<file path="src/rtl/fir_seq_pkg.sv">
// -----------------------------------------------------------------------------
// fir_seq_pkg
// Shared definitions for the FIR sequencer slice: the controller state
// encoding and the default filter geometry (tap count and datapath latency).
// -----------------------------------------------------------------------------
package fir_seq_pkg;

  // Default number of filter taps and datapath latency (rd_addr -> accumulator).
  localparam int DEFAULT_N_TAPS = 8;
  localparam int DEFAULT_PIPE   = 1;

  // Controller states. FLUSH is the reset state and zero-fills the sample
  // buffer; IDLE waits for a sample; MAC walks the taps; DRAIN lets the
  // datapath pipeline empty; DUMP latches the sum; OUT presents the result.
  typedef enum logic [2:0] {
    FLUSH,
    IDLE,
    MAC,
    DRAIN,
    DUMP,
    OUT
  } fir_state_e;

endpackage

</file>
<file path="src/rtl/fir_seq_ptr.sv">
// -----------------------------------------------------------------------------
// fir_seq_ptr
// Modular up-counter used for the sample-buffer write pointer, the tap index
// and the flush address. Counts 0..N-1 and wraps, so non-power-of-two tap
// counts are handled correctly.
//
// Ports:
//   CLK         clock
//   RST         synchronous active-high reset, clears the count to 0
//   en_i        advance the count by one (modulo N)
//   load_i      load load_val_i (takes priority over en_i)
//   load_val_i  value to load
//   cnt_o       current count
// -----------------------------------------------------------------------------
module fir_seq_ptr #(
  parameter int N  = 8,
  parameter int AW = $clog2(N)
) (
  input  logic          CLK,
  input  logic          RST,
  input  logic          en_i,
  input  logic          load_i,
  input  logic [AW-1:0] load_val_i,
  output logic [AW-1:0] cnt_o
);

  localparam logic [AW-1:0] LAST = AW'(N - 1);

  logic [AW-1:0] cnt_q;
  logic [AW-1:0] cnt_d;

  // Next count: load wins over increment; increment wraps at N-1 rather than
  // at the natural binary boundary.
  always_comb begin
    cnt_d = cnt_q;
    if (load_i) begin
      cnt_d = load_val_i;
    end else if (en_i) begin
      cnt_d = (cnt_q == LAST) ? '0 : cnt_q + 1'b1;
    end
  end

  always_ff @(posedge CLK) begin
    if (RST) begin
      cnt_q <= '0;
    end else begin
      cnt_q <= cnt_d;
    end
  end

  assign cnt_o = cnt_q;

endmodule

</file>
<file path="src/rtl/fir_sequencer.sv">
// -----------------------------------------------------------------------------
// fir_sequencer
// Control sequencer for a time-multiplexed FIR filter. After reset it
// zero-fills the circular sample buffer, then for each accepted sample it
// writes the sample, walks all taps (newest sample with coefficient 0,
// going back in time), waits for the datapath pipeline to drain, strobes the
// accumulator to latch its result and presents it with a valid/ready
// handshake.
//
// Optional feature: define FIR_SEQ_CNT_EN to add the 16-bit out_count port,
// a wrapping count of completed output handshakes.
//
// Ports:
//   CLK        clock
//   RST        synchronous active-high reset
//   in_valid   new input sample offered
//   in_ready   sequencer accepts sample (IDLE only)
//   out_ready  downstream accepts filter result
//   out_valid  accumulator holds a valid result
//   wr_en      sample-buffer write strobe
//   wr_zero    write data forced to zero (flush)
//   wr_addr    sample-buffer write address
//   rd_addr    sample-buffer read address
//   coef_addr  coefficient ROM address
//   mac_en     multiply-accumulate term valid this cycle
//   out_sel    accumulator latch-result / clear-sum strobe
//   busy       high in every state except IDLE
//   out_count  (FIR_SEQ_CNT_EN only) completed output count
// -----------------------------------------------------------------------------
module fir_sequencer
  import fir_seq_pkg::*;
#(
  parameter int N_TAPS = DEFAULT_N_TAPS,
  parameter int AW     = $clog2(N_TAPS),
  parameter int PIPE   = DEFAULT_PIPE
) (
  input  logic          CLK,
  input  logic          RST,
  input  logic          in_valid,
  output logic          in_ready,
  input  logic          out_ready,
  output logic          out_valid,
  output logic          wr_en,
  output logic          wr_zero,
  output logic [AW-1:0] wr_addr,
  output logic [AW-1:0] rd_addr,
  output logic [AW-1:0] coef_addr,
  output logic          mac_en,
  output logic          out_sel,
  output logic          busy
`ifdef FIR_SEQ_CNT_EN
  ,
  output logic [15:0]   out_count
`endif
);

  localparam logic [AW-1:0] LAST_TAP   = AW'(N_TAPS - 1);
  localparam logic [2:0]    DRAIN_LAST = (PIPE > 0) ? 3'(PIPE - 1) : 3'd0;

  fir_state_e    state_q;
  logic [AW-1:0] newest_q;
  logic [2:0]    drain_q;

  logic [AW-1:0] wPtr;
  logic [AW-1:0] kIdx;
  logic [AW-1:0] flushIdx;
  logic [AW-1:0] rdCalc;
  logic          handshake;

  assign handshake = (state_q == IDLE) && in_valid;

  // Write pointer: advances once per accepted sample.
  fir_seq_ptr #(.N(N_TAPS), .AW(AW)) u_wptr (
    .CLK        (CLK),
    .RST        (RST),
    .en_i       (handshake),
    .load_i     (1'b0),
    .load_val_i ('0),
    .cnt_o      (wPtr)
  );

  // Tap index: restarted on every accepted sample, stepped through MAC.
  // It wraps back to 0 on the last MAC cycle, so it is already clean for the
  // next sample as well.
  fir_seq_ptr #(.N(N_TAPS), .AW(AW)) u_kidx (
    .CLK        (CLK),
    .RST        (RST),
    .en_i       (state_q == MAC),
    .load_i     (handshake),
    .load_val_i ('0),
    .cnt_o      (kIdx)
  );

  // Flush address: steps through the whole buffer while in FLUSH and wraps
  // to 0 on the cycle FLUSH ends.
  fir_seq_ptr #(.N(N_TAPS), .AW(AW)) u_flush (
    .CLK        (CLK),
    .RST        (RST),
    .en_i       (state_q == FLUSH),
    .load_i     (1'b0),
    .load_val_i ('0),
    .cnt_o      (flushIdx)
  );

  // Read address walks backwards from the newest sample. The subtraction is
  // done with one extra bit and corrected by N_TAPS so the wrap is right for
  // tap counts that are not a power of two.
  always_comb begin
    if (newest_q >= kIdx) begin
      rdCalc = newest_q - kIdx;
    end else begin
      rdCalc = AW'(({1'b0, newest_q} + (AW+1)'(N_TAPS)) - {1'b0, kIdx});
    end
  end

  // Controller state machine.
  always_ff @(posedge CLK) begin
    if (RST) begin
      state_q  <= FLUSH;
      newest_q <= '0;
      drain_q  <= '0;
    end else begin
      case (state_q)
        FLUSH: begin
          if (flushIdx == LAST_TAP) state_q <= IDLE;
        end
        IDLE: begin
          if (in_valid) begin
            newest_q <= wPtr;
            state_q  <= MAC;
          end
        end
        MAC: begin
          if (kIdx == LAST_TAP) begin
            drain_q <= '0;
            state_q <= (PIPE == 0) ? DUMP : DRAIN;
          end
        end
        DRAIN: begin
          if (drain_q == DRAIN_LAST) begin
            state_q <= DUMP;
          end else begin
            drain_q <= drain_q + 3'd1;
          end
        end
        DUMP: begin
          state_q <= OUT;
        end
        OUT: begin
          if (out_ready) state_q <= IDLE;
        end
        default: begin
          state_q <= FLUSH;
        end
      endcase
    end
  end

  // Output decode from the registered state. Everything is forced low while
  // RST is asserted so nothing downstream sees a stale strobe during reset.
  // The IDLE write is combinational on in_valid so the sample is stored in
  // the handshake cycle itself.
  always_comb begin
    in_ready  = 1'b0;
    out_valid = 1'b0;
    wr_en     = 1'b0;
    wr_zero   = 1'b0;
    wr_addr   = '0;
    rd_addr   = '0;
    coef_addr = '0;
    mac_en    = 1'b0;
    out_sel   = 1'b0;
    if (!RST) begin
      case (state_q)
        FLUSH: begin
          wr_en   = 1'b1;
          wr_zero = 1'b1;
          wr_addr = flushIdx;
        end
        IDLE: begin
          in_ready = 1'b1;
          if (in_valid) begin
            wr_en   = 1'b1;
            wr_addr = wPtr;
          end
        end
        MAC: begin
          mac_en    = 1'b1;
          coef_addr = kIdx;
          rd_addr   = rdCalc;
        end
        DUMP: begin
          out_sel = 1'b1;
        end
        OUT: begin
          out_valid = 1'b1;
        end
        default: begin
        end
      endcase
    end
  end

  assign busy = (state_q != IDLE);

`ifdef FIR_SEQ_CNT_EN
  logic [15:0] out_count_q;

  // Completed-output counter; wraps naturally at 16 bits.
  always_ff @(posedge CLK) begin
    if (RST) begin
      out_count_q <= '0;
    end else if (out_valid && out_ready) begin
      out_count_q <= out_count_q + 16'd1;
    end
  end

  assign out_count = out_count_q;
`endif

endmodule

</file>
<file path="config.mk">
export PLATFORM = sky130hd
export DESIGN_NAME = fir_sequencer
export DESIGN_NICKNAME = d
export VERILOG_FILES = /design/src/rtl/fir_seq_pkg.sv /design/src/rtl/fir_seq_ptr.sv /design/src/rtl/fir_sequencer.sv
export SDC_FILE = /design/constraint.sdc
export NUM_CORES = 1
export LEC_CHECK = 0
export BUFFER_PORTS_ARGS = -buffer_cell sky130_fd_sc_hd__buf_2
export CAP_MARGIN = 20
export CORE_ASPECT_RATIO = 1.4
export CORE_UTILIZATION = 50
export DETAILED_ROUTE_END_ITERATION = 8
export GPL_TIMING_DRIVEN = 0
export HOLD_SLACK_MARGIN = 0.08
export PLACE_DENSITY = 0.75
export SLEW_MARGIN = 20
export SYNTH_ARGS = -nofsm -noshare
export SYNTH_HDL_FRONTEND = slang
export SYNTH_HIERARCHICAL = 1
export SYNTH_SLANG_ARGS = --single-unit
</file>
<file path="constraint.sdc">
create_clock -name CLK -period 1.8 [get_ports CLK]
set_clock_uncertainty 0.1 [all_clocks]
set_input_delay 0.09 -clock CLK [delete_from_list [all_inputs] [get_ports CLK]]
set_output_delay 0.09 -clock CLK [all_outputs]
set_load 0.02 [all_outputs]
</file>
==> metrics.csv, run 1 <==
metric,value,unit
endpoint_kind,primary output,
cts_tree,yes,
final_cells,211,
cts_buffer_depth,2,
finalCriticalPeriod,1.984,ns
ys_warn_count,6,
yosys-top-cells-count,"dfxtp_1, inv_1, nor2b_1, nand2_1, ha_1",
worst_r2r_path_depth,5,
synthFlopType,dfxtp_1,
worstPathCellList,inv_2 > ha_4 > inv_2 > fa_2 > xnor2_2 > xnor2_1 > nor3_2 > buf_4,
grt_max_degree,13,
netlist.area_leader.share,0.2984,
powerDensity,511.5,nW/um^2
vias,1134,
violations,"DRC, setup timing",
start_util,0.5421,
cp.required,1.61,ns
initialDrtViolationCount,30,
dp_hpwl,1.759,mm
async_flop_share,0,
synth_cell_type_count,34,
min_path_cells,2,
postRouteAntennaNets,0,
rows,20,
drc,2,
peakVddDrop,662.8,uV
synth_area_leaders,"dfxtp_1, ha_1, mux2i_1",
numPortBuffers,19,
antenna_found_initial,0,
fp.coreArea,2227,sq um
rsz0062_at_grt,true,
die-area,2618,sq um
clock.fmax,504.1,MHz
synth_top_area_cell,dfxtp_1,
worst-path-buf-inv,3,
path_class,reg2out,
grt-ovfl-total,0,
placed_area,1401,sq um
dr.pass1.iters,6,
maxCapViolCount,0,
p_total,0.8333,mW
outcome,"finished, violations left",
crit_fanout,2,
arrival,1.79,ns
finalWirelength,2.617,mm
dp.cells,198,
grt_usage,0.2160,
syn_inst,141,
fin_crit_sh,1.102,
synth.most_common_cell,dfxtp_1,
layout.nets,204,
cts.sinks,18,
finalHoldViolations,0,
drive_gt1_frac,0.2910,
finalInstanceArea,1629,sq um
gp_congestion,0.8265,
crit_slowest_cell,dfxtp_2,
syn_to_final_growth,34.92,%
final_util,0.7315,
seq_area_frac_synth,0.2984,
crit_family,adder cells,
diodes,0,
fin_ws,-0.1836,ns
drv_slew,0,
leakagePower,0.7102,nW
clk_pin_slew,0.10,ns
synth_edf_count,0,
setup_viol,5,
avgSynthCellArea,8.563,sq um
cp.depth,8,
final-seq-area,374.1,sq um
multi_input_area,914.6,sq um
grt_first_pass_wirelength,4.298,mm
synth_seq_cells,18,
min_path_type,in2reg,
first_global_vias,1033,
chipWidth,43.53,um
io_pins,20,
die_y,60.15,um
wl_per_cell,12.40,um
insertion_delay,0.30,ns
cts_buffers,3,
avgViaCountPerCell,5.374,
htreeDepth,1,
syn-cell-area,1207,sq um
hold_ws,0.04906,ns
root_buffer,clkbuf_4,
n_fill_cell,178,
crit_top_cell,inv_2,
worstSetupStartpointType,flip-flop,
slowest_delay,0.35,ns
[final timing paths]
path | from | end | slack (ns)
max | newest_q[0] | rd_addr[2] | -0.18
min | RST | u_kidx/cnt_o[2] | 0.05
max reg2reg | state_q[1] | u_kidx/cnt_o[0] | 0.06
min reg2reg | newest_q[2] | newest_q[2] | 0.39
[cells in the final DEF (no fill, tap or decap), types with 3 or more instances in the layout]
cell	n
conb_1	17
buf_2	14
dfxtp_1	13
nor2b_1	11
buf_4	11
nand2_1	10
inv_1	9
mux2i_1	8
ha_1	8
a21oi_1	7
a211oi_1	7
nor2_1	6
nand2b_1	5
clkbuf_4	4
inv_2	3
or3b_1	3
and2_1	3
dlygate4sd3_1	3
dfxtp_4	3
a311oi_2	3
[worst reg2reg max path, stage by stage, from the launching register on]
cell      delay [ns]
dfxtp_4         0.37
or3b_1          0.36
buf_6           0.15
inv_2           0.08
or3b_4          0.38
a311oi_2        0.23
[layer usage]
| metal | wire length (um) | up-vias | global-route usage |
|---|---|---|---|
| li1 | - | 583 | - |
| met1 | 1183 | 523 | 0.2710 |
| met2 | 1300 | 24 | 0.3680 |
| met3 | 73 | 4 | 0.01813 |
| met4 | 60 | 0 | 0.1071 |
| met5 | 0 | - | 0 |
[what timing repair did]
item | CTS | global route
endpoints found under the setup margin | 13 | 14
hold buffers | 2 | 1
hold endpoints to repair | 11 | 1
resized for setup | 19 | 20
pin swaps | 3 | 3
buffers inserted | 4 | 2
[cell type report]
class	count	share of cell area
plain buffers	6	0.02611
clock buffers	4	0.02227
inverters	13	0.03149
multi-input cells	120	0.5614
flip-flops and latches	18	0.2296
well taps	22	0.01690
repair buffers	28	0.1121
[flip-flops by register name, indices dropped and copies added (netlist names)]
register / cells
drain_q: 3
state_q: 3
u_wptr/cnt_o: 3
u_flush/cnt_o: 3
newest_q: 3
u_kidx/cnt_o: 3
[cell families (layout without fill, tap and decap cells)]
logic type | Yosys count | in the layout | share of synthesized area
xor gates and xnor gates | 2 | 2 | 0.01451
muxes | 8 | 8 | 0.06632
DFF | 18 | 18 | 0.2984
other | 1 | 17 | 0.003106
and+or+nand+nor | 56 | 56 | 0.2725
buffers and inverters | 19 | 51 | 0.06114
adders and majority gates | 10 | 10 | 0.1098
AOI/OAI and AO/OA | 27 | 27 | 0.1741
[metrics by stage]
step / TNS (ns) / worst slack (ns)
3_5_place_dp: -0.3425 / -0.2166
2_1_floorplan: -0.006498 / -0.006498
4_1_cts: -0.3648 / -0.1589
6_report: -0.2738 / -0.1836
3_3_place_gp: -0.2134 / -0.1813
5_1_grt: -0.7138 / -0.2584
[report_power, final]
part	internal [mW]	leakage, nW	switching (mW)	total (mW)
sequential	0.409	0.150	0.0142	0.424
combinational	0.0694	0.539	0.0808	0.150
clock	0.124	0.0210	0.136	0.260
Note: power is estimated with default switching activity, not from simulation.
==> run 2: changes to the inputs <==
Settings changed: CORE_UTILIZATION 50 to 41, PLACE_DENSITY 0.75 to default.
==> run 2 against run 1 <==
The flow finishes with violations (setup timing); worst hold slack got worse by 0.0066 ns; register-to-register slack worse by 0.03 ns; cell count rose by 6.2%; non-clock buffer count down 1; sequential share of layout area down 0.12 points.
==> metrics.csv, run 2 (synthesized netlist as in run 1, its figures left out) <==
metric,value,unit
syn_to_final_growth,35.65,%
die-area,3169,sq um
dp_hpwl,1.894,mm
worstSetupEndpoint,rd_addr[2],
final-seq-area,374.1,sq um
clock.fmax,519.4,MHz
setup_tns,-0.2419,ns
finalCriticalPeriod,1.925,ns
outcome,"finished, violations left",
clk_pin_slew,0.10,ns
cts.sinks,18,
diodes,0,
min_path_cells,2,
layout.nets,203,
grt-ovfl-total,0,
rsz0062_at_grt,true,
grt_max_degree,13,
peakVddDrop,446.4,uV
gp_congestion,0.7146,
cts_buffer_depth,2,
n_fill_cell,269,
placed_area,1419,sq um
hold_ws,0.04247,ns
pre_cts_slack,-0.2607,ns
initialDrtViolationCount,20,
multi_input_area,910.9,sq um
finalHoldViolations,0,
p_total,0.8190,mW
root_buffer,clkbuf_4,
final_cell_mix,"conb_1, buf_2, dfxtp_1",
leakagePower,0.7025,nW
reg2reg_slack,0.03,ns
rows,22,
wl_per_cell,11.54,um
fin_crit_sh,1.070,
start_util,0.4476,
violations,setup timing,
cts_buffers,3,
final_util,0.6071,
drive_gt1_frac,0.3032,
fin_ws,-0.1254,ns
path_class,reg2out,
dr.pass1.iters,5,
r2r_end,u_kidx/cnt_o[0],
worstSetupStartpointType,flip-flop,
drc,0,
avgViaCountPerCell,4.951,
worst_r2r_path_depth,5,
postRouteAntennaNets,0,
min_path_type,in2reg,
cp.required,1.61,ns
startpoint,newest_q[0],
finalInstanceArea,1638,sq um
vias,1109,
powerDensity,500.1,nW/um^2
grt_first_pass_wirelength,4.381,mm
final_common_cell,conb_1,
arrival,1.74,ns
final_cells,224,
endpoint_kind,primary output,
io_pins,20,
first_global_vias,1065,
setup_viol,4,
die_y,66.21,um
cts_tree,yes,
crit_fanout,2,
maxCapViolCount,0,
grt_usage,0.1901,
numPortBuffers,19,
chipWidth,47.87,um
fp.coreArea,2698,sq um
drv_slew,0,
r2r-start,state_q[1],
insertion_delay,0.30,ns
htreeDepth,1,
finalWirelength,2.586,mm
dp.cells,212,
antenna_found_initial,0,
cts_hold_buf,2,
[run 2: final cells by class]
class / count / share of cell area
Inverter: 13 / 0.03438
Sequential cell: 18 / 0.2284
Multi-Input combinational cell: 120 / 0.5562
Tap cell: 36 / 0.02750
Clock buffer: 4 / 0.02215
Buffer: 6 / 0.02597
Timing Repair Buffer: 27 / 0.1054
[run 2: worst min path at each step]
stage / from / endpoint / slack (ns)
6_report: RST / u_kidx/cnt_o[0] / 0.04
5_1_grt: RST / u_kidx/cnt_o[0] / 0.05
4_1_cts: RST / u_kidx/cnt_o[0] / 0.04
3_5_place_dp: in_valid / state_q[1] / 0.33
3_3_place_gp: out_ready / state_q[2] / 0.31
2_1_floorplan: RST / u_flush/cnt_o[0] / 0.06
[run 2: what timing repair did]
item                                    in CTS  in global routing
endpoints found under the setup margin      14                 16
pin swaps                                    2                  7
endpoints found under the hold margin       10                  7
setup buffers                                3                  3
gates resized for setup                     18                 26
[run 2: worst max-delay path, cell delays in order, from the launching register on]
cell	delay (ns)
dfxtp_2	0.33
inv_2	0.07
ha_4	0.13
inv_2	0.03
fa_2	0.34
xnor2_2	0.14
xnor2_1	0.17
nor3_2	0.05
buf_4	0.17
[run 2: power by group]
part / total, mW / switching (mW) / leakage [nW] / internal [mW]
Combinational: 0.144 / 0.0784 / 0.531 / 0.0658
Clock: 0.251 / 0.127 / 0.0210 / 0.123
Sequential: 0.424 / 0.0148 / 0.150 / 0.409
[run 2: routing by layer]
layer | routed length (um) | global-route usage | vias up
li1 | - | - | 580
met1 | 1118 | 0.2194 | 509
met2 | 1349 | 0.3277 | 16
met3 | 73 | 0.02732 | 4
met4 | 44 | 0.08333 | 0
met5 | 0 | 0 | -
